`src/rtl/scene_pkg.sv`:
```
// -----------------------------------------------------------------------------
// scene_pkg
//   Shared definitions for the scene sequencers.
//   - scene_state_t      : 3-bit state encoding (IDLE=0 .. DONE=4), shared with
//                          the other scene sequencers.
//   - DEFAULT_FRAME_LINE : VGA line on which the once-per-frame tick fires.
//   - counter_width()    : width helper for the frame/glyph counters.
// -----------------------------------------------------------------------------
package scene_pkg;

  typedef enum logic [2:0] {
    ST_IDLE   = 3'd0,
    ST_REVEAL = 3'd1,
    ST_HOLD   = 3'd2,
    ST_BLINK  = 3'd3,
    ST_DONE   = 3'd4
  } scene_state_t;

  localparam int DEFAULT_FRAME_LINE = 480;

  // $clog2 of the largest terminal value plus one, so a counter compared
  // against its terminal value can never wrap.
  function automatic int counter_width(input int a, input int b, input int c,
                                       input int d, input int e);
    int m;
    m = a;
    if (b > m) m = b;
    if (c > m) m = c;
    if (d > m) m = d;
    if (e > m) m = e;
    return $clog2(m) + 1;
  endfunction

endpackage

```
`src/rtl/scene_sequencer_if.sv`:
```
// -----------------------------------------------------------------------------
// scene_sequencer_if
//   Request/status bundle between the top-level game FSM (master) and a scene
//   sequencer (slave).
//   start      : master -> slave, single-cycle (re)start request
//   skip       : master -> slave, single-cycle jump-to-final-frame request
//   glyph_mask : slave -> master/scene mux, bit i high = glyph i drawn
//   busy       : slave -> master, animation in progress
//   done       : slave -> master, level, final frame reached
// -----------------------------------------------------------------------------
interface scene_sequencer_if #(
  parameter int NUM_GLYPHS = 4
);

  logic                  start;
  logic                  skip;
  logic [NUM_GLYPHS-1:0] glyph_mask;
  logic                  busy;
  logic                  done;

  modport master (output start, output skip,
                  input  glyph_mask, input busy, input done);

  modport slave  (input  start, input skip,
                  output glyph_mask, output busy, output done);

endinterface

```
`src/rtl/frame_tick_gen.sv`:
```
// -----------------------------------------------------------------------------
// frame_tick_gen
//   One-cycle tick per video frame, taken from the shared VGA counters.
//   Fires on the first clk cycle in which (vga_v == FRAME_LINE, vga_h == 0),
//   so it stays single regardless of the clk / pixel-clock ratio.
//   Ports: clk, rst (sync, active-high), vga_h, vga_v (10 bit) -> tick.
// -----------------------------------------------------------------------------
module frame_tick_gen
  import scene_pkg::*;
#(
  parameter int FRAME_LINE = DEFAULT_FRAME_LINE
) (
  input  logic       clk,
  input  logic       rst,
  input  logic [9:0] vga_h,
  input  logic [9:0] vga_v,
  output logic       tick
);

  logic match;
  logic match_q;

  assign match = (vga_v == 10'(FRAME_LINE)) && (vga_h == 10'd0);

  // NOTE: state registers use non-blocking assignments so every flop samples
  // the pre-edge values; blocking here would create simulation races.
  always_ff @(posedge clk) begin
    if (rst) match_q <= 1'b0;
    else     match_q <= match;
  end

  assign tick = match & ~match_q;

endmodule

```
`src/rtl/scene_sequencer.sv`:
```
// -----------------------------------------------------------------------------
// scene_sequencer
//   Animates the lettering of the end-of-game scene: reveals glyphs one per
//   REVEAL_FRAMES frames, holds the full word, blinks it, then reports done.
//   Ports:
//     clk, rst      : clock, synchronous active-high reset
//     vga_h, vga_v  : shared VGA counters (frame tick source)
//     ctrl (slave)  : start/skip requests in; glyph_mask/busy/done out
//   All outputs are registered.
//   Build option: define SCENE_SEQ_BLINK_EN to include the BLINK phase; when
//   undefined, the end of HOLD goes straight to DONE.
// -----------------------------------------------------------------------------
module scene_sequencer
  import scene_pkg::*;
#(
  parameter int NUM_GLYPHS    = 4,
  parameter int REVEAL_FRAMES = 15,
  parameter int HOLD_FRAMES   = 60,
  parameter int BLINK_FRAMES  = 30,
  parameter int BLINK_COUNT   = 3,
  parameter int FRAME_LINE    = DEFAULT_FRAME_LINE
) (
  input  logic       clk,
  input  logic       rst,
  input  logic [9:0] vga_h,
  input  logic [9:0] vga_v,
  scene_sequencer_if.slave ctrl
);

  localparam int CNT_W = counter_width(REVEAL_FRAMES, HOLD_FRAMES, BLINK_FRAMES,
                                       2 * BLINK_COUNT, NUM_GLYPHS);

  typedef logic [CNT_W-1:0]      cnt_t;
  typedef logic [NUM_GLYPHS-1:0] mask_t;

  localparam cnt_t REVEAL_LAST = cnt_t'(REVEAL_FRAMES - 1);
  localparam cnt_t HOLD_LAST   = cnt_t'(HOLD_FRAMES - 1);
  localparam cnt_t GLYPH_LAST  = cnt_t'(NUM_GLYPHS - 1);
`ifdef SCENE_SEQ_BLINK_EN
  localparam cnt_t BLINK_LAST  = cnt_t'(BLINK_FRAMES - 1);
  // Entering BLINK is already the first (off) toggle, so inside BLINK the
  // last toggle is number 2*BLINK_COUNT-2 counted from zero.
  localparam cnt_t TOGGLE_LAST = cnt_t'(2 * BLINK_COUNT - 2);
`endif

  scene_state_t state_q, state_d;
  cnt_t         fcnt_q, fcnt_d;
  cnt_t         gcnt_q, gcnt_d;
  mask_t        mask_q, mask_d;
  logic         busy_q, busy_d;
  logic         done_q, done_d;
  logic         tick;

  frame_tick_gen #(
    .FRAME_LINE (FRAME_LINE)
  ) u_tick (
    .clk   (clk),
    .rst   (rst),
    .vga_h (vga_h),
    .vga_v (vga_v),
    .tick  (tick)
  );

  // State register together with the registered datapath/outputs.
  always_ff @(posedge clk) begin
    if (rst) begin
      state_q <= ST_IDLE;
      fcnt_q  <= '0;
      gcnt_q  <= '0;
      mask_q  <= '0;
      busy_q  <= 1'b0;
      done_q  <= 1'b0;
    end else begin
      state_q <= state_d;
      fcnt_q  <= fcnt_d;
      gcnt_q  <= gcnt_d;
      mask_q  <= mask_d;
      busy_q  <= busy_d;
      done_q  <= done_d;
    end
  end

  // Next-state logic. skip beats start everywhere except DONE, where skip is
  // ignored and start replays.
  always_comb begin
    // NOTE: every combinational output gets a default first, so no path can
    // leave it unassigned and infer a latch.
    state_d = state_q;
    unique case (state_q)
      ST_IDLE: begin
        if (ctrl.skip)       state_d = ST_DONE;
        else if (ctrl.start) state_d = ST_REVEAL;
      end
      ST_REVEAL: begin
        if (ctrl.skip) state_d = ST_DONE;
        else if (tick && fcnt_q == REVEAL_LAST && gcnt_q == GLYPH_LAST)
          state_d = ST_HOLD;
      end
      ST_HOLD: begin
        if (ctrl.skip) state_d = ST_DONE;
        else if (tick && fcnt_q == HOLD_LAST)
`ifdef SCENE_SEQ_BLINK_EN
          state_d = ST_BLINK;
`else
          state_d = ST_DONE;
`endif
      end
`ifdef SCENE_SEQ_BLINK_EN
      ST_BLINK: begin
        if (ctrl.skip) state_d = ST_DONE;
        else if (tick && fcnt_q == BLINK_LAST && gcnt_q == TOGGLE_LAST)
          state_d = ST_DONE;
      end
`endif
      ST_DONE: begin
        if (ctrl.start) state_d = ST_REVEAL;
      end
      default: state_d = ST_IDLE;
    endcase
  end

  // Datapath / output logic: counters are cleared and the mask is set to its
  // entry value on every state change; otherwise ticks advance the counters.
  always_comb begin
    fcnt_d = fcnt_q;
    gcnt_d = gcnt_q;
    mask_d = mask_q;

    if (state_d != state_q) begin
      fcnt_d = '0;
      gcnt_d = '0;
      unique case (state_d)
        ST_HOLD, ST_DONE: mask_d = '1;
        default:          mask_d = '0;  // IDLE, REVEAL, and BLINK's first off half
      endcase
    end else if (tick) begin
      unique case (state_q)
        ST_REVEAL: begin
          if (fcnt_q == REVEAL_LAST) begin
            mask_d = mask_t'({mask_q, 1'b1});
            fcnt_d = '0;
            gcnt_d = gcnt_q + 1'b1;
          end else begin
            fcnt_d = fcnt_q + 1'b1;
          end
        end
        ST_HOLD: fcnt_d = fcnt_q + 1'b1;  // terminal tick always changes state
`ifdef SCENE_SEQ_BLINK_EN
        ST_BLINK: begin
          if (fcnt_q == BLINK_LAST) begin
            mask_d = ~mask_q;
            fcnt_d = '0;
            gcnt_d = gcnt_q + 1'b1;
          end else begin
            fcnt_d = fcnt_q + 1'b1;
          end
        end
`endif
        default: ;  // ticks are ignored in IDLE and DONE
      endcase
    end

    busy_d = (state_d == ST_REVEAL) || (state_d == ST_HOLD)
          || (state_d == ST_BLINK);
    done_d = (state_d == ST_DONE);
  end

  assign ctrl.glyph_mask = mask_q;
  assign ctrl.busy       = busy_q;
  assign ctrl.done       = done_q;

endmodule

```
`src/flat_wrapper.sv`:
```
// flat-port wrapper written by rule: the top's interface ports become plain ports
module scene_sequencer_flat import scene_pkg::*;
#(
  parameter int NUM_GLYPHS    = 4,
  parameter int REVEAL_FRAMES = 15,
  parameter int HOLD_FRAMES   = 60,
  parameter int BLINK_FRAMES  = 30,
  parameter int BLINK_COUNT   = 3,
  parameter int FRAME_LINE    = DEFAULT_FRAME_LINE
)
  (clk, rst, vga_h, vga_v, ctrl_start, ctrl_skip, ctrl_glyph_mask, ctrl_busy, ctrl_done);
  scene_sequencer_if #(.NUM_GLYPHS(NUM_GLYPHS)) ctrl_i ();
  input  logic clk;
  input  logic rst;
  input  logic [9:0] vga_h;
  input  logic [9:0] vga_v;
  input wire logic [$bits(ctrl_i.start)-1:0] ctrl_start;
  input wire logic [$bits(ctrl_i.skip)-1:0] ctrl_skip;
  output wire logic [$bits(ctrl_i.glyph_mask)-1:0] ctrl_glyph_mask;
  output wire logic [$bits(ctrl_i.busy)-1:0] ctrl_busy;
  output wire logic [$bits(ctrl_i.done)-1:0] ctrl_done;
  assign ctrl_i.start = ctrl_start;
  assign ctrl_i.skip = ctrl_skip;
  assign ctrl_glyph_mask = ctrl_i.glyph_mask;
  assign ctrl_busy = ctrl_i.busy;
  assign ctrl_done = ctrl_i.done;
  scene_sequencer #(.NUM_GLYPHS(NUM_GLYPHS), .REVEAL_FRAMES(REVEAL_FRAMES), .HOLD_FRAMES(HOLD_FRAMES), .BLINK_FRAMES(BLINK_FRAMES), .BLINK_COUNT(BLINK_COUNT), .FRAME_LINE(FRAME_LINE)) u_core (.clk(clk), .rst(rst), .vga_h(vga_h), .vga_v(vga_v), .ctrl(ctrl_i));
endmodule
```
`config.mk`:
```
export PLATFORM = sky130hd
export DESIGN_NAME = scene_sequencer_flat
export DESIGN_NICKNAME = d
export VERILOG_FILES = /design/src/rtl/scene_pkg.sv /design/src/rtl/scene_sequencer_if.sv /design/src/rtl/frame_tick_gen.sv /design/src/rtl/scene_sequencer.sv /design/src/flat_wrapper.sv
export SDC_FILE = /design/constraint.sdc
export NUM_CORES = 1
export LEC_CHECK = 0
export BUFFER_PORTS_ARGS = -buffer_cell sky130_fd_sc_hd__buf_2
export CORE_ASPECT_RATIO = 1.2
export CORE_MARGIN = 3
export CORE_UTILIZATION = 35
export CTS_BUF_LIST = sky130_fd_sc_hd__clkbuf_2
export DETAILED_ROUTE_END_ITERATION = 12
export SLEW_MARGIN = 0
export SYNTH_ARGS = -nofsm -noshare
export SYNTH_HDL_FRONTEND = slang
export SYNTH_HIERARCHICAL = 1
export SYNTH_SLANG_ARGS = --single-unit
```
`constraint.sdc`:
```
create_clock -name clk -period 2.1 [get_ports clk]
set_input_delay 0 -clock clk [delete_from_list [all_inputs] [get_ports clk]]
set_output_delay 0 -clock clk [all_outputs]
set_load 0.01 [all_outputs]
```
; ---- Yosys cells after proc, flatten, opt, wreduce, memory -nomap -nowiden
; Index checks and enable logic that the tools add are counted.
[totals]
register_bits = 24
output_inout_bits = 6
inputBits = 24
word_cells = 54
latch_bits = 0
mem_bits_rw = 0
n_memories = 0
mem_bits_ro = 0
[classes]
n_div = 0
mux = 14
addsub = 2
n_reduce_logical = 17
n_mul = 0
order_cmp = 0
n_eq_ne = 12
bitwise_logic = 2
n_shift = 0
[ops]
columns = cell, count
row1 = 4-bit 2-to-1 mux, 5
row2 = 3-bit 2-to-1 mux, 6
row3 = "7-bit by 1-bit adder with 7-bit output, second input constant", 2
row4 = 7-bit case mux with 2 select lines, 1
row5 = 3-bit case mux with 4 select lines, 1
row6 = "10-bit by 9-bit == test with 1-bit output, second input constant", 1
row7 = 10-bit logical NOT, 1
row8 = "3-bit by 2-bit == test with 1-bit output, second input constant", 3
row9 = 2-bit nonzero test, 4
row10 = "7-bit by 2-bit == test with 1-bit output, second input constant", 1
row11 = "7-bit by 4-bit == test with 1-bit output, second input constant", 1
row12 = "7-bit by 6-bit == test with 1-bit output, second input constant", 1
row13 = 7-bit 2-to-1 mux, 1
row14 = "3-bit by 1-bit == test with 1-bit output, second input constant", 2
row15 = "3-bit == test, second input constant", 2
row16 = 3-bit AND reduction, 2
row17 = 1-bit logical AND, 4
row18 = 2-bit OR reduction, 2
row19 = 3-bit logical NOT, 1
row20 = 3-bit != test, 1
row21 = 1-bit logical OR, 2
row22 = 2-bit AND reduction, 1
row23 = 1-bit bitwise AND, 1
row24 = 1-bit inverter, 1

; ---- Logic depth before layout (Yosys ltp)
; Gate-level depths: netlist (run 1).
[logic_depth]
word_depth = 12
ltp_mapped = 9
ltp_nobuf = 8

; ---- Modules after synthesis
; The synthesis (run 1) kept the hierarchy.
[modules_own_cells]
columns = module, cells_each, area_per_inst_um2, instances, seq_area_each_um2
row1 = scene_sequencer, 147, 1267.5, 1, 460.4
row2 = frame_tick_gen, 10, 82.6, 1, 20.0

; ---- Least setup slack after synthesis (run 1)
; OpenSTA, ideal clock, no wires.
[synth_timing]
kind = reg-to-reg
startpoint = reg u_core.u_tick.match_q
endpoint = reg u_core.gcnt_q[6]
setup_slack_ns = -0.060
arrival_ns = 2.043
setup_time_ns = 0.117
synth_period_minus_slack_ns = 2.160
t_required_ns = 1.983
path_buffers = 0
stages_incl_launch_ff = 8
path_cell_list = dfxtp_1 > or4_1 > nor3_1 > nand2b_1 > or4_1 > nor3_2 > xnor2_1 > nor2_1
[synth_via]
elab_chain_cells = 9
word_cells_on_any_way = 13
cone_classes = eq/ne: 1 / mux: 5 / bitwise: 2 / reduce/logical: 5
[synth_rtl]
columns = element, line_no
row1 = from (decl), frame_tick_gen.sv:21  ; logic match_q;
row2 = from (signal assigned), frame_tick_gen.sv:29  ; else match_q <= match;
row3 = 1-bit inverter *, frame_tick_gen.sv:32  ; assign tick = match & ~match_q;
row4 = 1-bit bitwise AND *, frame_tick_gen.sv:32
row5 = named net u_core.tick, scene_sequencer.sv:52  ; logic tick;
row6 = 1-bit logical AND (2 in a row), scene_sequencer.sv:96  ; else if (tick && fcnt_q == REVEAL_LAST && gcnt_q == GLYPH_LAST)
row7 = 3-bit 2-to-1 mux, scene_sequencer.sv:96
row8 = 3-bit 2-to-1 mux, scene_sequencer.sv:95  ; if (ctrl.skip) state_d = ST_DONE;
row9 = 3-bit case mux with 4 select lines, scene_sequencer.sv:89  ; unique case (state_q)
row10 = 3-bit != test, scene_sequencer.sv:129  ; if (state_d != state_q) begin
row11 = 2-bit OR reduction (no line), -
row12 = to (signal assigned), scene_sequencer.sv:76  ; gcnt_q <= gcnt_d;
row13 = to (decl), scene_sequencer.sv:48  ; cnt_t gcnt_q, gcnt_d;
; The timed path passes the listed nets; every way through them passes the cells marked *.
; A chain may end at the register's enable or synchronous reset.

; ---- Worst setup path after layout (run 1)
[layout_timing]
startpoint = reg u_core.u_tick.match_q
endpoint = reg u_core.mask_q[0], in the netlist u_core/ctrl.glyph_mask[0]
[layout_via]
elab_chain_cells = 11
word_cells_on_any_way = 20
cone_classes = eq/ne: 3 / mux: 7 / bitwise: 2 / reduce/logical: 8
[layout_rtl]
columns = element, line_no
row1 = 1-bit inverter *, frame_tick_gen.sv:32
row2 = 1-bit bitwise AND *, frame_tick_gen.sv:32
row3 = named net u_core.tick, scene_sequencer.sv:52
row4 = 1-bit logical AND (2 in a row), scene_sequencer.sv:96
row5 = 3-bit 2-to-1 mux, scene_sequencer.sv:96
row6 = 3-bit 2-to-1 mux, scene_sequencer.sv:95
row7 = 3-bit case mux with 4 select lines, scene_sequencer.sv:89
row8 = 3-bit by 2-bit == test with 1-bit output or 3-bit == test (tied branches), scene_sequencer.sv:132  ; unique case (state_d)
row9 = 2-bit OR reduction, scene_sequencer.sv:132
row10 = 4-bit 2-to-1 mux, scene_sequencer.sv:132
row11 = 4-bit 2-to-1 mux, scene_sequencer.sv:129
row12 = to (signal assigned), scene_sequencer.sv:77  ; mask_q <= mask_d;
row13 = to (decl), scene_sequencer.sv:49  ; mask_t mask_q, mask_d;
; Marks and branches as above.

==> results by group, run 1 <==
Finish
  – Non-Filler Instances: between 200 and 300
  – Diode count: 0
  – FILL cells: roughly 390
  – Fraction of layout cells with a size suffix above 1: 25.6%
  – Area delta synth->final: 27.2%
  – Final net count: 227

Synthesis
  – Synth cell types: 42
  – Net Count, Synth: 184
  – Yosys top cell by area: dfxtp_1
  – Top cells by area, synth: dfxtp_1 (36%), nor2_1 (5.0%), xnor2_1 (3.9%), a21oi_1 (3.7%), nand2_1 (3.1%)
  – Syn_area_per_cell: between 8 and 9 µm²
  – Sequential fraction of the synthesis area: 35.6%
  – Mapped Area: roughly 0.0014 mm²
  – FF+latch count, synth: 24
  – EDFF count, synth: 0
  – Synth cell count leaders: dfxtp_1 (24), nor2_1 (18), nand2_1 (11)
  – Top_reg_cell synth: dfxtp_1
  – Synth warn: 6
  – Asr flop ratio synth: 0%
  – Yosys top cell area share: 35.6%
  – Post-Synthesis Cells: 157
  – Count leader, synth: dfxtp_1

Worst setup path
  – Crit Path Category: register to register
  – Crit-path cells: or4_4, nor3_4, and4b_1, nand4_1, o211a_1, a21o_1, a31oi_1
  – Crit-path slowest cell: or4_4
  – Crit path max-delay family: simple AND/OR/NAND/NOR gates
  – Critical path launch point type: register
  – Setup crit end kind: register
  – CP Max Fanout: 5
  – Crit path required time: about 2.4 ns
  – Max incr delay on CP: 0.42 ns
  – Worst Path Buf+Inv: 0
  – Arrival time worst endpoint: 2.41 ns

STA
  – Rel. slew slack: 65.6%
  – Setup ws final: -0.00955 ns
  – Final worst path period share: 100%
  – RSZ-0062 raised after global routing: true
  – Max Clk Rate: around 470 MHz
  – Fin crit period: 2.11 ns
  – Max Slew Vio Count: 0
  – Fin. Hold Viols: 0
  – WHS: 0.213 ns
  – Setup violations, final: 1
  – Measured slew at the worst slew-check pin: 0.509 ns
  – Setup skew after layout: 0.0113 ns

Floorplan
  – Rows: 24
  – IO Count: 30
  – Die width: roughly 63 µm
  – Die height: 74.0 µm
  – Die area: approximately 0.0046 mm²
  – Initial Utilization: 36.9%
  – CORE AREA: between 0.003 and 0.004 mm²

Clock tree
  – Worst-path clk slew: 0.24 ns
  – CTS Sinks: 24
  – CTS Buffer Depth: 2
  – Clk root buf: clkbuf_2
  – Total CTS buffers: 3
  – Clk Latency, worst-skew pair: 0.34 ns
  – CTS tree: yes
  – H-Tree Depth: 1

Pwr
  – Pwr Density: 523 mW/mm²
  – Worst VDD drop: 293 µV
  – Tot Pwr: 0.000899 W
  – Static leakage: 0.636 nW

Min path
  – Worst min path class: primary input to register

Drt
  – Via/cell ratio: between 5 and 6
  – WL final: 3230 µm
  – Avg WL per Cell: 12.9 µm
  – Post-route antenna net violation count: 0
  – DR vias: 1,295
  – Violation count after the first detailed-routing iteration: 53
  – DRC: 0
  – Drt pass-1 iters: 4

Global route
  – Antenna violations before repair: 0
  – Grt total ovfl: 0
  – First-pass GRT wire length: 5250 µm
  – Gr usage total: between 10% and 20%
  – Vias in the first global route: 1,240
  – Largest net degree at the start of global routing: 15

Placement
  – Detailed placement HPWL: 2440 µm
  – Routability cong.: between 0.8 and 0.9
  – Placed Instances: 241
  – Port Buffers: 29

Run status
  – Outcome: complete, but fails checks
  – Failing checks: negative setup slack

Flow run
  – Max_cap viols: 0
-- logic make-up after synthesis --
logic type	after synthesis	share of synthesized area, %
and+or+nand+nor	81	36.3
AOI/OAI and AO/OA	27	12.7
DFF	24	35.6
buffers and inverters	10	4.54
xor gates and xnor gates	9	5.84
muxes	3	2.22
adders and majority gates	3	2.78
-- state kept, by name, indices dropped and copies added, names as in the netlist --
signal	count
u_core/fcnt_q	7
u_core/gcnt_q	7
u_core/ctrl.glyph_mask	4
u_core/state_q	3
u_core/ctrl.busy	1
u_core/ctrl.done	1
u_core/u_tick/match_q	1
-- stage by stage --
stage / setup slack [ns] / instance area [µm²] / setup TNS, ns / utilization (%)
global route: -0.110 / 1720 / -1.67 / 46.9
finish: -0.00955 / 1720 / -0.00955 / 46.9
detailed placement: -0.0160 / 1590 / -0.0237 / 43.4
floorplan: 0.0455 / 1360 / 0 / -
CTS: -0.00333 / 1710 / -0.00333 / 46.6
global placement: 0.0474 / 1590 / 0 / 43.4
-- report_power, final --
| part | leakage, nW | switching (W) | internal, W | total, W |
|---|---|---|---|---|
| Sequential | 0.195 | 0.0000122 | 0.000470 | 0.000482 |
| Clock | 0.0266 | 0.000144 | 0.000164 | 0.000308 |
| Combinational | 0.414 | 0.0000532 | 0.0000554 | 0.000109 |
-- worst paths after layout --
path / from / end / slack (ns) / cells after the start
max: u_core/u_tick/match_q / u_core/ctrl.glyph_mask[0] / -0.01 / 7
min reg2reg: u_core/ctrl.glyph_mask[0] / u_core/ctrl.glyph_mask[0] / 0.51 / 2
min: vga_h[7] / u_core/fcnt_q[3] / 0.21 / 7
max reg2reg: u_core/u_tick/match_q / u_core/ctrl.glyph_mask[0] / -0.01 / 7
-- timing repair --
action	in CTS	in global routing
endpoints found under the hold margin	6	0
setup endpoints to repair	9	19
pin swaps	1	1
setup buffers	1	0
resized for setup	3	3
hold buffers	5	0
-- cells in the final DEF (no fill, tap or decap), types with 2 or more instances in the layout --
master         count
a211o_1            2
a21o_1             2
a21oi_1            8
a21oi_2            2
a31oi_1            4
and3_1             2
and4b_1            3
buf_2             29
buf_4              7
clkbuf_2           3
dfxtp_1           24
dlygate4sd3_1      5
ha_1               3
inv_1              6
mux2i_1            3
nand2_1           11
nand2b_1           6
nand3_1            3
nand3b_1           2
nand4_1            5
nand4b_1           2
nor2_1            17
nor2b_1            2
nor3_1             6
nor4_1             5
nor4bb_1           2
o21ai_0            4
or4_4              2
xnor2_1            6
xor2_1             3
-- cell type report --
class                      count  area [µm²]  area share, %
timing repair buffer          42         268           15.6
inverter                       6        22.5           1.31
sequential                    24         480           28.0
clock inverter                 1        30.0           1.75
clock buffer                   3        15.0          0.874
multi-input combinational    123         837           48.7
tap                           52        65.1           3.79
-- worst register-to-register path, delay by kind of cell, from the launching register on --
family          cells  cell delay [ns]
simple gates        4             1.08
compound gates      3             0.65
flops               1             0.35
-- routing by layer --
metal | GRT usage [%] | vias to the layer above | share of wire (%)
met4 | 5.88 | 0 | 0.65
met1 | 15.7 | 615 | 43
li1 | - | 660 | -
met3 | 1.81 | 2 | 2.0
met2 | 26.9 | 18 | 54
met5 | 0 | - | 0
Power figures use the tool's default switching activity.
==> inputs of run 2 (changes only) <==
- CORE_UTILIZATION: 35 -> 43
- GPL_TIMING_DRIVEN: not set -> 0
- PLACE_DENSITY: not set -> 0.68
==> run 2 against run 1 <==
Effect of this change: the flow still finishes with violations (negative setup slack); sequential share of layout area down 0.38 points; critical path depth up 1; non-clock buffer count up 7; sequential power decreased by 1%; highest routed layer unchanged; combinational power grew 9%; total power shrank 14%; cell count shrank 4.4%; utilization up 13 points; sequential cell count unchanged; final area increased by 1.4%; maximum frequency shrank 6.1%; count of clock-buffer cells in the layout unchanged.
==> results by group, run 2 (synthesis results as in run 1) <==
Run status
  – Outcome: complete, but fails checks
  – Failing checks: negative setup slack

Finish
  – Area delta synth->final: 29.0%
  – Non-Filler Instances: 240 (-4.4%)
  – Fraction of layout cells with a size suffix above 1: 27.7% (+2.0 points)
  – Leading cell type in the layout, fill and taps excluded: buf_2
  – Most frequent cells in the layout: buf_2 (29), dfxtp_1 (24), nor2_1 (18)
  – FILL cells: 256 (-35%)
  – Register area: 480 µm² (unchanged)
  – Final net count: 234 (+3.1%)
  – Multi-input gate area: 851 µm² (+1.6%)
  – Diode count: 0 (unchanged)
  – Post-route cell area: 0.00174 mm² (+1.4%)

Placement
  – Routability cong.: 0.767 (-6.8%)
  – Post-Place Worst Slack: -0.232 ns (-0.216 ns)
  – Cell area after placement: 0.00154 mm² (-3.1%)
  – Port Buffers: 29 (unchanged)
  – Detailed placement HPWL: 2370 µm (-2.9%)
  – Placed Instances: 220 (-8.7%)

Drt
  – Avg WL per Cell: 14.0 µm (+8.6%)
  – DR vias: 1,313 (+1.4%)
  – Drt pass-1 iters: 4 (unchanged)
  – DRC: 0 (unchanged)
  – Via/cell ratio: 5.47 (+6.0%)
  – WL final: 3350 µm (+3.9%)
  – Post-route antenna net violation count: 0 (unchanged)
  – Violation count after the first detailed-routing iteration: 60 (+13%)

Floorplan
  – CORE AREA: 0.00289 mm² (-21%)
  – Die height: 67.4 µm (-9.0%)
  – Die width: 57.2 µm (-8.8%)
  – Rows: 21 (-13%)
  – Initial Utilization: 46.7% (+9.9 points)
  – Die area: 0.00385 mm² (-17%)
  – IO Count: 30 (unchanged)

STA
  – Setup ws final: -0.146 ns (-0.137 ns)
  – Rel. slew slack: 50.7% (-15 points)
  – Measured slew at the worst slew-check pin: 0.733 ns (+0.223 ns)
  – Setup total negative slack: -1.04 ns (-1.03 ns)
  – Max Clk Rate: 445 MHz (-6.1%)
  – Max Slew Vio Count: 0 (unchanged)
  – Setup skew after layout: 0.00933 ns (-0.00197 ns)
  – Final worst path period share: 107% (+6.5 points)
  – Setup violations, final: 19 (+18)
  – Fin. Hold Viols: 0 (unchanged)
  – Fin crit period: 2.25 ns (+0.137 ns)
  – RSZ-0062 raised after global routing: true

Worst setup path
  – Setup crit end kind: register
  – Crit Reg-Reg Startpoint: u_core/u_tick/match_q
  – Critical path launch point type: register
  – Crit Path Category: register to register
  – Crit-path cells: or4_4, nor3_4, buf_4, nand2b_4, or4_4, nor3_4, xnor2_1, nor2_1
  – RR Endpoint: u_core/gcnt_q[6]
  – CP Max Fanout: 5 (unchanged)
  – CP startpoint: u_core/u_tick/match_q
  – R2R Setup Slk: -0.15 ns (-0.14 ns)
  – Reg2Reg Depth: 8 (+1)
  – Crit-path slowest cell: or4_4
  – Max incr delay on CP: 0.51 ns (+0.09 ns)
  – Crit path required time: 2.35 ns (-0.05 ns)
  – Arrival time worst endpoint: 2.50 ns (+0.09 ns)

Global route
  – Largest net degree at the start of global routing: 14 (-1)
  – First-pass GRT wire length: 5380 µm (+2.5%)
  – Gr usage total: 17.7% (+3.7 points)
  – Grt total ovfl: 0 (unchanged)
  – Antenna violations before repair: 0 (unchanged)
  – Vias in the first global route: 1,214 (-2.1%)

Pwr
  – Logic gate share of total power: 15.5% (+3.4 points)
  – Seq pwr share: 61.9% (+8.3 points)
  – Worst VDD drop: 339 µV (+16%)
  – Clock share of power: 22.6% (-12 points)
  – Sw power: 0.000198 W (-5.6%)
  – Fraction of power spent switching nets: 25.7% (+2.4 points)
  – Pwr Density: 441 mW/mm² (-16%)
  – Static leakage: 0.678 nW (+6.6%)
  – Internal: 0.000571 W (-17%)

Min path
  – Hold Crit Start: vga_h[2]
  – Worst min path class: primary input to register
  – Worst Hold End: u_core/fcnt_q[3]
  – Hold path depth: 6 (-1)

Clock tree
  – Worst-path clk slew: 0.21 ns (-0.03 ns)
  – CTS Sinks: 24 (unchanged)
  – CTS Buffer Depth: 2 (unchanged)
  – CTS tree: yes
  – Total CTS buffers: 3 (unchanged)
  – H-Tree Depth: 1 (unchanged)
  – Clk root buf: clkbuf_2
  – Clk Latency, worst-skew pair: 0.33 ns (about the same)

Flow run
  – Max_cap viols: 0 (unchanged)
==> run 2: changes by cell type in the layout (fill, tap and decap cells not counted), sizes merged <==
cell,previous run,this run
buf,37,44
clkinv,0,1
bufinv,1,0
==> run 2: worst max path at each step <==
| stage | end | slack (ns) | depth (start not counted) |
|---|---|---|---|
| after global placement | u_core/fcnt_q[5] | -0.20 | 8 |
| after floorplan | u_core/gcnt_q[6] | 0.05 | 7 |
| final | u_core/gcnt_q[6] | -0.15 | 8 |
| after detailed placement | u_core/fcnt_q[6] | -0.23 | 8 |
| after global routing | u_core/gcnt_q[6] | -0.23 | 8 |
| after CTS | u_core/gcnt_q[4] | -0.05 | 8 |
==> run 2: critical path, delay by kind of cell, from the launching register on <==
family | cells | cell delay, ns
simple gates | 6 | 1.53
xor+xnor | 1 | 0.13
buf+inv | 1 | 0.17
flops | 1 | 0.34
==> run 2: power groups by stage <==
stage	Clock, W	Sequential, W	Combinational (W)
4_1_cts	0.000184	0.000476	0.000118
2_1_floorplan	0	0.000490	0.0000549
3_3_place_gp	0	0.000484	0.000103
5_1_grt	0.000206	0.000478	0.000130
3_5_place_dp	0	0.000485	0.000106
6_report	0.000174	0.000475	0.000119
==> run 2: stage by stage <==
stage / hold slack (ns) / power, W / utilization (%)
6_report: 0.149 / 0.000768 / 60.3
5_1_grt: 0.142 / 0.000814 / 60.3
4_1_cts: 0.132 / 0.000778 / 59.0
3_5_place_dp: 0.204 / 0.000590 / 53.4
3_3_place_gp: 0.198 / 0.000587 / 53.4
2_1_floorplan: 0.0691 / 0.000545 / -
==> run 2: area by class of cell <==
cell class                      count  area share [%]
Inverter                            6            1.29
Buffer                              4            2.59
Sequential cell                    24            27.6
Clock inverter                      1           0.216
Clock buffer                        3           0.862
Tap cell                           34            2.44
Multi-Input combinational cell    123            48.9
Timing Repair Buffer               45            16.2
==> run 2: timing repair <==
item                                   in CTS  in global routing
setup endpoints to repair                  17                 20
hold buffers                                5                  0
endpoints found under the hold margin       6                  0
pin swaps                                   7                  3
buffers inserted                            6                  5
resized for setup                          10                  0
==> run 2: routing by layer <==
layer	up-vias	global-route usage [%]	share of wire, %
met2	29	33.4	54
met3	2	1.72	3.0
met4	0	4.35	0.24
met1	606	21.4	43
li1	676	-	-
met5	-	0	0
